## src/rtl/fb_pkg.sv

```systemverilog
`default_nettype none
// ============================================================================
// Module      : fb_pkg
// Description : Shared types and constants for the framebuffer pixel writer.
// Revision    : 1.0 - initial release
// ============================================================================
package fb_pkg;

    localparam int SCREEN_W  = 320;
    localparam int SCREEN_H  = 240;
    localparam int FB_ADDR_W = 17;

    typedef logic [2:0] color_t;

    typedef enum logic [0:0] {
        ST_IDLE  = 1'b0,
        ST_CLEAR = 1'b1
    } state_t;

    typedef struct packed {
        logic [9:0] x;
        logic [9:0] y;
        color_t     color;
    } pixel_t;

    // Generic row-major address for widths without a shift-add shortcut.
    function automatic logic [FB_ADDR_W-1:0] lin_addr(
        input logic [9:0]           x,
        input logic [9:0]           y,
        input logic [FB_ADDR_W-1:0] width
    );
        return FB_ADDR_W'(y) * width + FB_ADDR_W'(x);
    endfunction

endpackage
`default_nettype wire

```

## src/rtl/framebuffer_writer_fifo.sv

```systemverilog
`default_nettype none
// ============================================================================
// Module      : pixel_fifo
// Description : First-word-fall-through FIFO with a registered occupancy count.
// Revision    : 1.0 - initial release
// ============================================================================
module pixel_fifo #(
    parameter int WIDTH = 23,
    parameter int DEPTH = 8
) (
    input  logic             clk,
    input  logic             rst,
    input  logic             i_push,
    input  logic             i_pop,
    input  logic [WIDTH-1:0] i_din,
    output logic [WIDTH-1:0] o_dout,
    output logic             o_full,
    output logic             o_empty
);

    localparam int            AW      = $clog2(DEPTH);
    localparam logic [AW:0]   C_DEPTH = (AW+1)'(DEPTH);

    logic [WIDTH-1:0] r_mem [DEPTH];
    logic [AW-1:0]    r_wr_ptr;
    logic [AW-1:0]    r_rd_ptr;
    logic [AW:0]      r_count;
    logic             w_do_push;
    logic             w_do_pop;

    assign o_full    = (r_count == C_DEPTH);
    assign o_empty   = (r_count == '0);
    assign w_do_push = i_push && !o_full;
    assign w_do_pop  = i_pop && !o_empty;
    assign o_dout    = r_mem[r_rd_ptr];

    always_ff @(posedge clk or posedge rst) begin
        if (rst) begin
            r_wr_ptr <= '0;
            r_rd_ptr <= '0;
            r_count  <= '0;
        end else begin
            if (w_do_push) r_wr_ptr <= r_wr_ptr + 1'b1;
            if (w_do_pop)  r_rd_ptr <= r_rd_ptr + 1'b1;
            case ({w_do_push, w_do_pop})
                2'b10:   r_count <= r_count + 1'b1;
                2'b01:   r_count <= r_count - 1'b1;
                default: r_count <= r_count;
            endcase
        end
    end

    // Storage needs no reset; the pointers define what is valid.
    always_ff @(posedge clk) begin
        if (w_do_push) r_mem[r_wr_ptr] <= i_din;
    end

endmodule
`default_nettype wire

```

## src/rtl/framebuffer_writer.sv

```systemverilog
`default_nettype none
// ============================================================================
// Module      : framebuffer_writer
// Description : Clips, queues and linearises sprite pixel writes; also runs a
//               full-screen clear sequence into the video memory port.
// Revision    : 1.0 - initial release
// ============================================================================
module framebuffer_writer #(
    parameter int         SCREEN_W   = fb_pkg::SCREEN_W,
    parameter int         SCREEN_H   = fb_pkg::SCREEN_H,
    parameter int         FIFO_DEPTH = 8,
    parameter logic [2:0] BG_COLOR   = 3'b000
) (
    input  logic        clk,
    input  logic        reset,
    input  logic [9:0]  x_pix,
    input  logic [9:0]  y_pix,
    input  logic [2:0]  color,
    input  logic        plot_in,
    output logic        ready,
    input  logic        clear_req,
    output logic        clear_busy,
    input  logic        fb_stall,
    output logic [16:0] fb_addr,
    output logic [2:0]  fb_data,
    output logic        fb_we,
    output logic [7:0]  clip_count,
    output logic        idle
);

    import fb_pkg::*;

    localparam logic [10:0]          C_W         = 11'(SCREEN_W);
    localparam logic [10:0]          C_H         = 11'(SCREEN_H);
    localparam logic [FB_ADDR_W-1:0] C_LAST_ADDR = FB_ADDR_W'(SCREEN_W * SCREEN_H - 1);

    pixel_t                 w_in_px;
    pixel_t                 w_out_px;
    logic                   w_on_screen;
    logic                   w_accept;
    logic                   w_push;
    logic                   w_pop;
    logic                   w_full;
    logic                   w_empty;
    logic [FB_ADDR_W-1:0]   w_pix_addr;

    state_t                 r_state;
    logic [FB_ADDR_W-1:0]   r_clr_addr;
    logic                   r_fb_we;
    logic [FB_ADDR_W-1:0]   r_fb_addr;
    color_t                 r_fb_data;
    logic [7:0]             r_clip_count;

    state_t                 w_state_nxt;
    logic [FB_ADDR_W-1:0]   w_clr_addr_nxt;
    logic                   w_fb_we_nxt;
    logic [FB_ADDR_W-1:0]   w_fb_addr_nxt;
    color_t                 w_fb_data_nxt;
    logic                   w_load_px;

    assign w_in_px     = '{x: x_pix, y: y_pix, color: color};
    assign w_on_screen = ({1'b0, x_pix} < C_W) && ({1'b0, y_pix} < C_H);
    assign ready       = !w_full;
    assign w_accept    = plot_in && ready;
    assign w_push      = w_accept && w_on_screen;

    pixel_fifo #(
        .WIDTH ($bits(pixel_t)),
        .DEPTH (FIFO_DEPTH)
    ) u_fifo (
        .clk     (clk),
        .rst     (reset),
        .i_push  (w_push),
        .i_pop   (w_pop),
        .i_din   (w_in_px),
        .o_dout  (w_out_px),
        .o_full  (w_full),
        .o_empty (w_empty)
    );

    generate
        if (SCREEN_W == 320) begin : g_addr_shift
            // 320 = 256 + 64, so the multiply collapses to two shifts and adds.
            assign w_pix_addr = (FB_ADDR_W'(w_out_px.y) << 8)
                              + (FB_ADDR_W'(w_out_px.y) << 6)
                              + FB_ADDR_W'(w_out_px.x);
        end else begin : g_addr_mul
            assign w_pix_addr = lin_addr(w_out_px.x, w_out_px.y, FB_ADDR_W'(SCREEN_W));
        end
    endgenerate

    always_ff @(posedge clk or posedge reset) begin
        if (reset) begin
            r_clip_count <= '0;
        end else if (w_accept && !w_on_screen && (r_clip_count != 8'hFF)) begin
            r_clip_count <= r_clip_count + 1'b1;
        end
    end

    always_comb begin
        w_state_nxt    = r_state;
        w_clr_addr_nxt = r_clr_addr;
        w_fb_we_nxt    = r_fb_we;
        w_fb_addr_nxt  = r_fb_addr;
        w_fb_data_nxt  = r_fb_data;
        w_load_px      = 1'b0;
        w_pop          = 1'b0;

        // A stall freezes the whole output stage and the sequencer.
        if (!fb_stall) begin
            case (r_state)
                ST_IDLE: begin
                    if (clear_req) begin
                        w_state_nxt    = ST_CLEAR;
                        w_clr_addr_nxt = '0;
                        w_fb_we_nxt    = 1'b1;
                        w_fb_addr_nxt  = '0;
                        w_fb_data_nxt  = BG_COLOR;
                    end else begin
                        w_load_px = 1'b1;
                    end
                end
                ST_CLEAR: begin
                    if (r_clr_addr == C_LAST_ADDR) begin
                        w_state_nxt    = ST_IDLE;
                        w_clr_addr_nxt = '0;
                        w_load_px      = 1'b1;
                    end else begin
                        w_clr_addr_nxt = r_clr_addr + 1'b1;
                        w_fb_we_nxt    = 1'b1;
                        w_fb_addr_nxt  = r_clr_addr + 1'b1;
                        w_fb_data_nxt  = BG_COLOR;
                    end
                end
                default: begin
                    w_state_nxt = ST_IDLE;
                end
            endcase

            if (w_load_px) begin
                if (!w_empty) begin
                    w_pop         = 1'b1;
                    w_fb_we_nxt   = 1'b1;
                    w_fb_addr_nxt = w_pix_addr;
                    w_fb_data_nxt = w_out_px.color;
                end else begin
                    w_fb_we_nxt   = 1'b0;
                end
            end
        end
    end

    always_ff @(posedge clk or posedge reset) begin
        if (reset) begin
            r_state    <= ST_IDLE;
            r_clr_addr <= '0;
            r_fb_we    <= 1'b0;
            r_fb_addr  <= '0;
            r_fb_data  <= '0;
        end else begin
            r_state    <= w_state_nxt;
            r_clr_addr <= w_clr_addr_nxt;
            r_fb_we    <= w_fb_we_nxt;
            r_fb_addr  <= w_fb_addr_nxt;
            r_fb_data  <= w_fb_data_nxt;
        end
    end

    assign fb_we      = r_fb_we;
    assign fb_addr    = r_fb_addr;
    assign fb_data    = r_fb_data;
    assign clip_count = r_clip_count;
    assign clear_busy = (r_state == ST_CLEAR);
    assign idle       = (r_state == ST_IDLE) && w_empty && !r_fb_we;

endmodule
`default_nettype wire

```

## config.mk

```make
export PLATFORM = sky130hd
export DESIGN_NAME = framebuffer_writer
export DESIGN_NICKNAME = d
export VERILOG_FILES = /design/src/rtl/fb_pkg.sv /design/src/rtl/framebuffer_writer_fifo.sv /design/src/rtl/framebuffer_writer.sv
export SDC_FILE = /design/constraint.sdc
export NUM_CORES = 1
export LEC_CHECK = 0
export ABC_AREA = 1
export CAP_MARGIN = 20
export CORE_MARGIN = 2
export CORE_UTILIZATION = 47
export CTS_BUF_LIST = sky130_fd_sc_hd__clkbuf_2 sky130_fd_sc_hd__clkbuf_4 sky130_fd_sc_hd__clkbuf_8
export DETAILED_ROUTE_END_ITERATION = 10
export PLACE_DENSITY = 0.72
export SYNTH_ARGS = -nofsm -noshare
export SYNTH_HDL_FRONTEND = slang
export SYNTH_SLANG_ARGS = --single-unit
```

## constraint.sdc

```tcl
create_clock -name clk -period 8.6 [get_ports clk]
set_clock_uncertainty 0.05 [all_clocks]
set_input_delay 1.72 -clock clk [delete_from_list [all_inputs] [get_ports clk]]
set_output_delay 1.72 -clock clk [all_outputs]
set_load 0.005 [all_outputs]
```

Word level (Yosys, flattened, before mapping)
Memory sizes are Yosys's and may differ from the RTL's.
Cells that the tools add are included.
{"block": "op_classes", "addsub": 8, "n_mul": 0, "n_div": 0, "n_lt_le_gt_ge": 2, "eq_ne": 8, "n_shift": 0, "mux": 30, "bitwise": 2, "reduce_logical": 17}
{"op": "$mux W17", "n": 6}
{"op": "$pmux W17 S2", "n": 2}
{"op": "$add A17 B1 Y17 const B", "n": 1}
{"op": "$add A17 B10 Y17", "n": 1}
{"op": "$add A17 B16 Y17", "n": 1}
{"op": "$eq A17 B17 Y1 const B", "n": 1}
{"op": "$mux W1", "n": 13}
{"op": "$mux W3", "n": 4}
{"op": "$lt A10 B8 Y1 const B", "n": 1}
{"op": "$lt A10 B9 Y1 const B", "n": 1}
{"op": "$logic_and A1 B1 Y1", "n": 9}
{"op": "$add A8 B1 Y8 const B", "n": 1}
{"op": "$ne A8 B8 Y1 const B", "n": 1}
{"op": "$pmux W4 S2", "n": 1}
{"op": "$add A3 B1 Y3 const B", "n": 2}
{"op": "$ne A3 B2 Y1 const B", "n": 2}
{"op": "$pmux W1 S2", "n": 3}
{"op": "$pmux W3 S2", "n": 1}
{"op": "$add A4 B1 Y4 const B", "n": 1}
{"op": "$eq A4 B4 Y1 const B", "n": 1}
{"op": "$logic_not A1 Y1", "n": 4}
{"op": "$logic_not A4 Y1", "n": 1}
{"op": "$sub A4 B1 Y4 const B", "n": 1}
{"op": "$reduce_and A3 Y1", "n": 1}
{"op": "6 further kinds", "n": 7}
{"block": "word_totals", "ff_bits": 57, "latch_bits": 0, "ram_bits": 184, "mem_bits_ro": 0, "word_cells": 77, "memories": 1}
{"name": "u_fifo.r_mem", "depth": 8, "width": 23, "rd": 1, "rd_clocked_by_memory_dff": 0, "wr": 1, "line": "framebuffer_writer_fifo.sv:24", "text": "logic [WIDTH-1:0] r_mem [DEPTH];"}

Logic depth before layout (Yosys ltp)
{"block": "depth", "word_depth": 9, "mapped_depth": 21, "ltp_nobuf": 19}

Cells and area by module
From an unflattened synthesis, not the netlist that was laid out.
{"block": "hier_totals", "cells_unflattened": 1334, "area_unflattened_um2": 11828.8}
{"mod": "pixel_fifo", "n_inst": 1, "cells_per_inst": 877, "area_each_um2": 8545.7, "seq_area_each_um2": 5775.5}
{"mod": "framebuffer_writer", "n_inst": 1, "cells_per_inst": 457, "area_each_um2": 3283.1, "seq_area_each_um2": 1176.1}

Least setup slack after synthesis
OpenSTA, ideal clock, no wires.
{"block": "synth_path", "kind": "in2reg", "startpoint": "input x_pix[9]", "endpoint": "memory u_fifo.r_mem[4][0] (enable)", "setup_time_ps": 432, "arrival_ps": 4147, "required_ps": 8118, "path_slack_ps": 3971, "cell_stages": 6, "path_buffers": 0, "path_cell_list": "nor3_1 -> nand3_1 -> nor2_1 -> inv_1 -> or2_1 -> nor3_1"}
{"block": "synth_between", "elab_chain_cells": 6}
{"element": "start: declaration", "line": "framebuffer_writer.sv:16", "text": "input logic [9:0] x_pix,"}
{"element": "$lt A10 B9 Y1", "line": "framebuffer_writer.sv:62", "text": "assign w_on_screen = ({1'b0, x_pix} < C_W) && ({1'b0, y_pix} < C_H);"}
{"element": "$logic_and A1 B1 Y1", "line": "framebuffer_writer.sv:62"}
{"element": "$logic_and A1 B1 Y1", "line": "framebuffer_writer.sv:65", "text": "assign w_push = w_accept && w_on_screen;"}
{"element": "$logic_and A1 B1 Y1", "line": "framebuffer_writer_fifo.sv:33", "text": "assign w_do_push = i_push && !o_full;"}
{"element": "$mux W1", "line": "framebuffer_writer_fifo.sv:55", "text": "if (w_do_push) r_mem[r_wr_ptr] <= i_din;"}
{"element": "$mux W1 (not written as such)", "line": "framebuffer_writer_fifo.sv:55"}
{"element": "end: declaration", "line": "framebuffer_writer_fifo.sv:24"}
No other way between the ends.

Final worst setup path
{"block": "layout_path", "startpoint": "input fb_stall", "endpoint": "register u_fifo.r_count[3]"}
{"block": "layout_between", "elab_chain_cells": 4}
{"element": "start: declaration", "line": "framebuffer_writer.sv:23", "text": "input logic fb_stall,"}
{"element": "$mux W1 (*)", "line": "framebuffer_writer.sv:110", "text": "if (!fb_stall) begin"}
{"element": "$logic_and A1 B1 Y1 (*)", "line": "framebuffer_writer_fifo.sv:34", "text": "assign w_do_pop = i_pop && !o_empty;"}
{"element": "named net u_fifo.w_do_pop", "line": "framebuffer_writer_fifo.sv:29", "text": "logic w_do_pop;"}
{"element": "$eq A2 B1 Y1 / $eq A2 B2 Y1 (equally long branches)", "line": "framebuffer_writer_fifo.sv:45", "text": "case ({w_do_push, w_do_pop})"}
{"element": "$pmux W4 S2 / $reduce_bool A2 Y1 (equally long branches)"}
{"element": "end signal: assignment", "line": "framebuffer_writer_fifo.sv:46", "text": "2'b10: r_count <= r_count + 1'b1;"}
{"element": "end signal: assignment", "line": "framebuffer_writer_fifo.sv:47", "text": "2'b01: r_count <= r_count - 1'b1;"}
{"element": "end signal: assignment", "line": "framebuffer_writer_fifo.sv:48", "text": "default: r_count <= r_count;"}
{"element": "end: declaration", "line": "framebuffer_writer_fifo.sv:27", "text": "logic [AW:0] r_count;"}
The timed path passes the listed nets; every way through them passes the cells marked *.
A chain may end at the register's enable or synchronous reset.

==> results.json <==
{
  "slew_headroom_pct": 42.8,
  "yosys.area.top_type": "edfxtp_1",
  "grt_use_total_pct": 20.9,
  "antenna_found_initial": 0,
  "fp.dieArea_mm2": 0.0244,
  "crit_chain": "clkdlybuf4s50_1 -> clkinv_1 -> nand2_2 -> clkinv_2 -> ha_1 -> ha_1 -> nand2_1 -> nor2_1 -> a211oi_1 -> nor2_1 -> nor2_1 -> nand2_1 -> xnor2_1",
  "n_fill_cell": 2001,
  "cp_num_cells": 13,
  "die_w_um": 156,
  "drt-wirelength-per-cell_um": 17.4,
  "yosysMostFrequentCell": "nand2_1",
  "dr.pass1.iters": 5,
  "rows": 55,
  "avgSynthCellArea_um2": 10.5,
  "slowest_delay_ps": 970,
  "dp.final_hpwl_um": 14900,
  "ys_ff_latch": 241,
  "setup_viol": 0,
  "ir_drop_mv": 0.134,
  "setup_ws_ps": 3830,
  "grt_first_pass_wirelength_um": 39800,
  "r2r_cells": 17,
  "vias": 7730,
  "status": "completed",
  "synthTopCellsByArea": "edfxtp_1, dfrtp_1, nand2_1, o21ai_0, nor2_1",
  "preCtsSetupSlack_ps": 3340,
  "cts.sinks": 241,
  "start_util_pct": 48.0,
  "hold_viol": 0,
  "portBuffers": 59,
  "slowest_stage": "clkdlybuf4s50_1",
  "cts.path.max_buffers": 3,
  "async_reset_ff_share_pct": 23.7,
  "core_mm2": 0.0227,
  "postCtsSetupBuffers": 0,
  "worst_slew_pin_slew_ps": 855,
  "cts-htree-levels": 2,
  "crit_buf_inv": 3,
  "post_cts_resized": 0,
  "syn_to_final_growth_pct": 15.1,
  "post-route-min-period_ps": 4770,
  "gp_congestion": 0.909,
  "criticalPathCategory": "input pin to flip-flop",
  "synth.distinct_cells": 42,
  "fp.dieH_um": 156,
  "synth-edff-count": 184,
  "critPathArrivalTime_ps": 5130,
  "place_area_mm2": 0.0118,
  "synthTopCellsByCount": "nand2_1, edfxtp_1, nor2_1",
  "total_power_w": 0.00268,
  "syn_nets": 1095,
  "drtIter0Drc": 608,
  "critPathMaxFanout": 22,
  "ys.flop_type": "edfxtp_1",
  "min_path_cells": 1,
  "synth_area_mm2": 0.0109,
  "wirelength_um": 24600,
  "ff_latch_area_mm2": 0.00695,
  "critPathCaptureType": "flip-flop",
  "postRouteAntennaNets": 0,
  "path_clk_slew_ps": 60,
  "nets": 1165,
  "timing.final.crit_share_pct": 55.4,
  "clkLatencyLatePin_ps": 550,
  "cts_tree": "yes",
  "start_kind": "input pin",
  "leakagePower_nw": 4.78,
  "cp_data_required_time_ps": 8960,
  "drv_slew": 0,
  "netlist.area_leader.share_pct": 50.7,
  "clock.fmax_mhz": 210,
  "layout-drive-gt1-share_pct": 9.17,
  "yosysSeqAreaShare_pct": 63.7,
  "hold_buffers": 0,
  "remaining_drc_errors": 0,
  "cts-root-buf": "clkbuf_8",
  "p_per_area_mw_per_mm2": 214,
  "vias_per_cell": 5.45,
  "tns_ps": 0,
  "worstHoldPathType": "flip-flop to flip-flop",
  "crit_family": "buffers and inverters",
  "rsz0062_at_grt": "false",
  "crit_top_cell": "nor2_1",
  "multi_input_area_mm2": 0.00354,
  "diodes": 0,
  "grt_overflow": 0,
  "grt_pass1_vias": 7475,
  "cts_inserted_buffers": 40,
  "yosys_warnings": 0,
  "final_cell_area_mm2": 0.0125,
  "io_pins": 60,
  "max-cap-violations": 0,
  "grt_max_degree": 78,
  "synthCells": 1039
}
-- cell type report --
type / instances / area share, %
Sequential cell: 241 / 55.4
Timing Repair Buffer: 74 / 5.60
Clock inverter: 15 / 0.857
Tap cell: 285 / 2.84
Multi-Input combinational cell: 687 / 28.2
Inverter: 65 / 1.95
Clock buffer: 52 / 5.10
-- through the flow --
stage               util, %  hold WS (ps)  instances
finish                 55.3           443       1419
detailed placement     52.0           434       1352
floorplan                 -           416       1039
CTS                    55.3           445       1419
global route           55.3           455       1419
global placement       52.0           433       1352
-- power breakdown --
group / switching (W) / internal (W) / total, W
logic: 0.000183 / 0.000144 / 0.000327
clock network: 0.000436 / 0.000518 / 0.000953
registers: 0.0000732 / 0.00133 / 0.00140
total: 0.000692 / 0.00199 / 0.00268
-- worst reg2reg max path, cell delays in order (launching register included) --
cell,delay (ps)
dfrtp_2,520
inv_2,420
buf_4,600
o21ai_0,180
o22ai_1,150
inv_1,50
o21ai_0,350
inv_1,120
fa_1,520
fa_1,480
inv_1,90
nand3_1,60
nand2_1,100
nand4_1,110
nand3_1,100
nand3_1,90
nand3_1,100
nand2_1,60
-- layer usage --
metal,part of all wire [%],global-route usage (%),wire [µm],vias to the layer above
met5,0,0,0,-
met4,1.5,5.94,368,0
met3,6.9,3.74,1690,32
met2,48,34.7,11900,254
met1,43,28.5,10700,3680
li1,-,-,-,3764
-- worst paths after layout --
check	from	to	slack, ps
min in group asynchronous	reset	clip_count[1]$_DFFE_PP0P_	1660
worst max register to register	u_fifo.r_rd_ptr[0]$_DFFE_PP0P_	fb_addr[15]$_DFFE_PP0N_	4330
max in group asynchronous	reset	u_fifo.r_rd_ptr[0]$_DFFE_PP0P_	6290
worst max-delay path	fb_stall	u_fifo.r_count[3]$_DFFE_PP0P_	3830
worst min-delay path	u_fifo.r_count[0]$_DFFE_PP0P_	u_fifo.r_count[0]$_DFFE_PP0P_	440
worst min register to register	u_fifo.r_count[0]$_DFFE_PP0P_	u_fifo.r_count[0]$_DFFE_PP0P_	440
-- cells by family after synthesis --
kind of cell | count (synthesis) | share of synthesized area [%]
buffers and inverters | 111 | 4.05
AOI/OAI and AO/OA | 192 | 9.93
xor gates and xnor gates | 15 | 1.20
DFF | 241 | 63.7
adders and majority gates | 28 | 3.49
and+or+nand+nor | 452 | 17.6
-- layout by cell type (no fill, tap or decap), types with 2 or more instances in the layout --
cell type,n
nand4_1,10
edfxtp_1,184
clkdlybuf4s50_1,59
fa_1,4
dfrtp_1,56
xor2_1,8
clkbuf_8,40
nand3_1,67
nor2_2,5
o221ai_1,12
ha_1,24
nor3_1,9
clkbuf_4,12
inv_2,5
clkinv_2,5
nand2_2,2
clkinv_1,9
buf_4,15
a31oi_1,11
o21ai_0,127
nor3_2,4
nand2_1,187
o21bai_1,4
o22ai_1,18
inv_1,58
a21oi_1,10
nor2_1,152
xnor2_1,7
o211ai_1,4
a21o_1,2
nand3b_1,4
nor2_4,2
or2_2,5
-- flip-flops by register name, summed over array words and instances, names as in the netlist, 3 cells and up --
name             count
u_fifo.r_count       4
r_clr_addr          17
u_fifo.r_mem       184
u_fifo.r_rd_ptr      3
u_fifo.r_wr_ptr      3
fb_addr             17
fb_data              3
clip_count           8
(Power assumes the default switching activity.)
